<file path="config.mk">
export PLATFORM = sky130hd
export DESIGN_NAME = fsmd_feeder
export DESIGN_NICKNAME = d
export VERILOG_FILES = /design/src/rtl/fsmd_feeder.sv
export SDC_FILE = /design/constraint.sdc
export NUM_CORES = 1
export LEC_CHECK = 0
export BUFFER_PORTS_ARGS = -buffer_cell sky130_fd_sc_hd__clkbuf_2
export CORE_MARGIN = 1
export CORE_UTILIZATION = 40
export CTS_CLUSTER_DIAMETER = 100
export DETAILED_ROUTE_END_ITERATION = 8
export HOLD_SLACK_MARGIN = 0.12
export PLACE_DENSITY_LB_ADDON = 0.12
export SETUP_SLACK_MARGIN = 0.4
export SYNTH_ARGS = -nofsm -noshare
export SYNTH_HDL_FRONTEND = slang
export SYNTH_SLANG_ARGS = --single-unit
</file>
<file path="constraint.sdc">
create_clock -name clk -period 2.7 [get_ports clk]
set_clock_uncertainty 0.2 [all_clocks]
set_input_delay 0.81 -clock clk [delete_from_list [all_inputs] [get_ports clk]]
set_output_delay 0.81 -clock clk [all_outputs]
set_load 0.005 [all_outputs]
</file>
<file path="src/rtl/fsmd_feeder.sv">
// fsmd_feeder: operand FIFO that feeds a start/done datapath FSMD one pair at a time
// and holds each captured result until the consumer takes it.
module fsmd_feeder #(
   parameter int DEPTH = 4,
   parameter int TIMEOUT = 15
) (
   input  logic                     clk,
   input  logic                     rst,
   input  logic                     in_valid,
   output logic                     in_ready,
   input  logic [3:0]               in_x,
   input  logic [3:0]               in_y,
   output logic                     start,
   output logic [3:0]               xin,
   output logic [3:0]               yin,
   input  logic                     done,
   input  logic [7:0]               result,
   output logic                     out_valid,
   output logic [7:0]               out_data,
   input  logic                     out_ready,
   output logic [$clog2(DEPTH):0]   count,
   output logic                     err
);
   localparam int AW = $clog2(DEPTH);
   localparam int TW = $clog2(TIMEOUT + 1);

   typedef enum logic [1:0] {IDLE, ISSUE, WAIT} state_t;

   state_t        state, state_nx;
   logic [3:0]    mem_x [DEPTH];
   logic [3:0]    mem_y [DEPTH];
   logic [AW-1:0] wr_ptr, rd_ptr;
   logic [TW-1:0] wait_cnt;
   logic          done_q, done_rise, push, pop, timed_out;

   assign in_ready  = ~rst & (count < (AW+1)'(DEPTH));
   assign push      = in_valid & in_ready;
   assign pop       = state == ISSUE;
   // only a fresh edge completes an op, so a level left over from the previous op is ignored
   assign done_rise = done & ~done_q;
   assign timed_out = wait_cnt == TW'(TIMEOUT - 1);

   always_comb begin
      state_nx = state;
      state_nx = state == IDLE  ? ((count != '0 && !out_valid) ? ISSUE : IDLE)
               : state == ISSUE ? WAIT
               : ((done_rise || timed_out) ? IDLE : WAIT);
   end

   always_ff @(posedge clk) begin
      if (rst) begin
         state     <= IDLE;
         wr_ptr    <= '0;
         rd_ptr    <= '0;
         count     <= '0;
         start     <= 1'b0;
         xin       <= '0;
         yin       <= '0;
         out_valid <= 1'b0;
         out_data  <= '0;
         err       <= 1'b0;
         done_q    <= 1'b0;
         wait_cnt  <= '0;
      end else begin
         state    <= state_nx;
         done_q   <= done;
         start    <= state_nx == ISSUE;
         if (state_nx == ISSUE) begin
            xin <= mem_x[rd_ptr];
            yin <= mem_y[rd_ptr];
         end
         if (push) wr_ptr <= wr_ptr + 1'b1;
         if (pop) rd_ptr <= rd_ptr + 1'b1;
         count    <= count + {{AW{1'b0}}, push} - {{AW{1'b0}}, pop};
         wait_cnt <= state == WAIT ? wait_cnt + 1'b1 : '0;
         if (state == WAIT && done_rise) begin
            out_data  <= result;
            out_valid <= 1'b1;
         end else if (out_valid && out_ready) begin
            out_valid <= 1'b0;
         end
         if (state == WAIT && !done_rise && timed_out) err <= 1'b1;
      end
   end

   always_ff @(posedge clk) begin
      if (push) begin
         mem_x[wr_ptr] <= in_x;
         mem_y[wr_ptr] <= in_y;
      end
   end
endmodule

</file>
# Word-level counts from Yosys, hierarchy flattened
# Memory sizes are Yosys's and may differ from the RTL's. A register that Yosys moved wholly into a read port is not among the register bits.
# Cells that the tools add are included.
classes:
  eq_ne: 4
  mux: 8
  magnitude_cmp: 1
  add_sub_neg: 5
  bitwise: 6
  reduce_logical: 12
op_table:
  columns: ["cell", "n"]
  rows:
  - ["2-to-1 mux 2 bit", 3]
  - ["logical AND 1 bit", 5]
  - ["2-to-1 mux 1 bit", 5]
  - ["adder 2 x 1 -> 2 bit, second input constant", 2]
  - ["adder 4 x 1 -> 4 bit, second input constant", 1]
  - ["equality test 2 x 1 -> 1 bit, second input constant", 2]
  - ["equality test 4 bit, second input constant", 1]
  - ["adder 3 x 1 -> 3 bit", 1]
  - ["bitwise AND 1 bit", 3]
  - ["< comparator 3 bit, second input constant", 1]
  - ["inverter 1 bit", 3]
  - ["nonzero test 3 bit", 1]
  - ["subtractor 3 x 1 -> 3 bit", 1]
  - ["equality test 2 bit, second input constant", 1]
  - ["logical NOT 1 bit", 2]
  - ["logical NOT 2 bit", 1]
  - ["nonzero test 2 bit", 1]
  - ["OR reduction 2 bit", 1]
  - ["logical OR 1 bit", 1]
totals:
  mem_count: 2
  mem_bits_rw: 32
  output_inout_bits: 23
  reg_bits: 25
  word_cells: 48
mem_list:
  columns: ["memory", "words", "width", "read_ports", "rd_ports_with_merged_regs", "write_ports", "line_no", "source"]
  rows:
  - ["mem_x", 4, 4, 1, 1, 1, "30", "logic [3:0] mem_x [DEPTH];"]
  - ["mem_y", 4, 4, 1, 1, 1, "31", "logic [3:0] mem_y [DEPTH];"]

# Logic depth before layout (Yosys ltp)
depth:
  ltp_word: 7
  ltp_mapped: 10
  mapped_depth_nobuf: 9

# Worst setup path before layout
# OpenSTA, ideal clock, no wires.
synth_timing:
  path_kind: "input -> register"
  startpoint: "in rst"
  endpoint: "reg count[2]"
  setup_slack_ps: -110
  setup_time_ps: 128
  required_ps: 2372
  t_arrival_ps: 2482
  stages: 10
  cell_sequence: "clkbuf_1 > nor3b_4 > inv_1 > ha_1 > inv_1 > ha_1 > fa_1 > xnor2_1 > xnor2_1 > nor2_1"
synth_via:
  elab_chain_cells: 5
synth_rtl:
  columns: ["item", "line_no", "source"]
  rows:
  - ["start: declaration", "8", "input logic rst,"]
  - ["inverter 1 bit", "36", "assign in_ready = ~rst & (count < (AW+1)'(DEPTH));"]
  - ["bitwise AND 1 bit", "36", null]
  - ["bitwise AND 1 bit", "37", "assign push = in_valid & in_ready;"]
  - ["adder 3 x 1 -> 3 bit", "74", "count <= count + {{AW{1'b0}}, push} - {{AW{1'b0}}, pop};"]
  - ["subtractor 3 x 1 -> 3 bit", "74", null]
  - ["end signal: assignment", "74", null]
  - ["end: declaration", "21", "output logic [$clog2(DEPTH):0] count,"]
# Parallel ways exist; a longest one is shown, timed or not.
# A chain may end at the register's enable or synchronous reset.

# Worst setup path after layout
# Same ends and word-level chain as after synthesis.

==> metrics.txt <==
FMAX 434 MHz; Hold/Removal Path Class flip-flop to flip-flop; DR vias 1,591; Final min period 2.30 ns; GRT Residual Overflow 0; crit start category input port; initial antenna violation count 0; R2R setup slack 0.48 ns; GRT Total Usage 0.162; Slew Limit Fails 0; CP Data Arrival Time 2.34 ns; Placeable Area 6060 µm²; DRC 0; Hold Crit Depth 2; area leader, netlist edfxtp_1; slew margin rel. 0.546; Starting DRT DRC Count 79; Finished Layout Cells 325; RePlAce Congestion 0.666; Die X 82.0 µm; Net Sw Frac 0.309; Critical Path RT 2.73 ns; Distinct cells, synth 33; critical path class input port to flip-flop; n_diodes 0; Fin. Hold Viols 0; Setup-failing EPs final 0; Seq pwr share 0.487; Final nets 275; syn_nets 226; CP max FO 3; P_leak 1.16 nW; CTS Buf Count 9; Worst setup EP type flip-flop; fillers 568; period utilisation layout 0.853; first-pass GRT wire length 7590 µm; largest net degree at the start of global routing 16; Post-Syn Area 2560 µm²; RSZ-0062 raised after global routing yes; vias in the first global route 1,519; total iterations of the first detailed-routing run 4; Layout area overhead 19.7%; CTS max path bufs 2; Clk pwr share 0.257; Peak VDD IR 0.569 mV; Root Buffer clkbuf_8; max_cap viols 0; worst slew pin tran 0.681 ns; clk_lat worst skew 0.33 ns; Final ANT Viol Nets 0; Yosys reg bits 65; layout cell share with drive strength beyond 1 0.296; Starting Density 0.422; logic gate share of total power 0.256; power per cell area 889 nW/µm²; Synth area leaders edfxtp_1 38%, dfxtp_1 26%, mux4_2 7.0%; Yosys top cell area share 0.376; Die Y-Extent 82.0 µm; die area 6720 µm²; status finished clean; CTS clk-pin slew, worst paths 0.07 ns; IO buf count 43; Syn Inst Count 196; # placed instances 306; P_int 1.88 mW; DR vias/cell 4.90; FF-to-FF path depth 8; I/O pins 44; Avg Synthesized Cell Area 13.0 µm²; Clock Sinks 65; CTS H-tree lvls 3; Switch Pwr 840 µW; DPL Wire Length 3060 µm; fin util 0.505; Tot Pwr 2.72 mW; DR WL/cell 14.8 µm; yosys warns 0; CTS tree done; Total Wirelength 4800 µm; row count 28; sequential fraction of the synthesis area 0.634
==> placed cells by master (no fill, tap or decap), types with 9 or more instances in the layout <==
cell type and count:
nand2_1 17, dfxtp_1 33, nand3_1 11, a21oi_1 17, inv_1 9, edfxtp_1 32
clkbuf_8 11, clkbuf_2 42, nor2_1 11
==> worst max-delay path: stages <==
cell and delay [ns]:
clkbuf_8 0.13, nor3b_4 0.18, inv_1 0.07, ha_1 0.27, inv_1 0.04, ha_2 0.16
fa_2 0.35, xnor2_2 0.14, xnor2_1 0.14, nor2_1 0.05
==> per-stage QoR <==
step | cell area [µm²] | hold slack [ns] | TNS, ns | worst slack, ns
global placement | 2830 | 0.245 | 0 | 0.0194
detailed placement | 2830 | 0.250 | -0.0135 | -0.0135
floorplan | 2580 | 0.230 | -0.0758 | -0.0758
global route | 3060 | 0.276 | 0 | 0.295
finish | 3060 | 0.253 | 0 | 0.398
CTS | 3060 | 0.259 | 0 | 0.408
==> flip-flops by register name, summed over array words and instances, names as in the netlist <==
name / cells
count: 3
state: 2
wr_ptr: 2
out_data: 8
rd_ptr: 2
yin: 4
mem_x: 16
out_valid: 1
mem_y: 16
xin: 4
err: 1
done_q: 1
start: 1
wait_cnt: 4
==> power by group through the flow <==
stage	combinational, mW	sequential [mW]	clock (mW)
2_1_floorplan	0.565	1.29	0
3_3_place_gp	0.681	1.35	0
3_5_place_dp	0.688	1.35	0
4_1_cts	0.706	1.33	0.712
5_1_grt	0.790	1.35	0.756
6_report	0.696	1.33	0.699
==> cells by family after synthesis <==
family,count (synthesis),synth area share
XOR/XNOR,7,0.0240
AO/OA/AOI/OAI,28,0.0577
multiplexers,8,0.0704
flip-flops,65,0.634
buffers and inverters,19,0.0382
adder cells (fa/ha/maj),9,0.0470
AND/OR/NAND/NOR,60,0.129
==> routing by layer <==
layer  track usage  vias to the layer above  part of all wire
li1              -                      794                 -
met1         0.228                      747              0.52
met2         0.220                       43              0.41
met3        0.0556                        7             0.055
met4        0.0789                        0             0.014
met5             0                        -                 0
==> synth_stat cells <==
library cell,n
dfxtp_1,33
edfxtp_1,32
a21oi_1,17
nand2_1,17
nand3_1,11
nor2_1,11
inv_1,9
ha_1,8
mux4_2,8
o21ai_1,8
xnor2_1,5
and2_1,4
clkbuf_1,4
buf_6,3
nor2b_1,3
buf_2,2
nand2b_1,2
nor3_1,2
or3_1,2
xor2_1,2
a31oi_1,1
a41oi_1,1
and2b_1,1
and3_1,1
and4bb_2,1
clkbuf_2,1
fa_1,1
nand3b_1,1
nand4bb_1,1
nor3_2,1
nor3_4,1
nor3b_4,1
o31ai_1,1
==> repair_timing <==
action / 4_1_cts / 5_1_grt
hold buffers: 0 / 0
gates cloned: 1 / 0
pin swaps: 4 / 0
resized for setup: 5 / 0
endpoints found under the setup margin: 2 / 1
setup buffers: 2 / 0
==> worst paths after layout <==
kind	start	end
max reg2reg	state[1]$_SDFF_PP0_	count[2]$_SDFF_PP0_
min reg2reg	out_data[2]$_SDFFE_PP0P_	out_data[2]$_SDFFE_PP0P_
min	out_data[2]$_SDFFE_PP0P_	out_data[2]$_SDFFE_PP0P_
max	rst	count[2]$_SDFF_PP0_
==> layout make-up <==
| cell class | instances | area [µm²] | area share |
|---|---|---|---|
| Sequential cell | 65 | 1620 | 0.530 |
| Clock buffer | 15 | 156 | 0.0511 |
| Multi-Input combinational cell | 112 | 851 | 0.278 |
| Tap cell | 75 | 93.8 | 0.0307 |
| Inverter | 9 | 33.8 | 0.0110 |
| Clock inverter | 1 | 5.00 | 0.00164 |
| Timing Repair Buffer | 48 | 299 | 0.0977 |
Note: power is estimated with default switching activity, not from simulation.
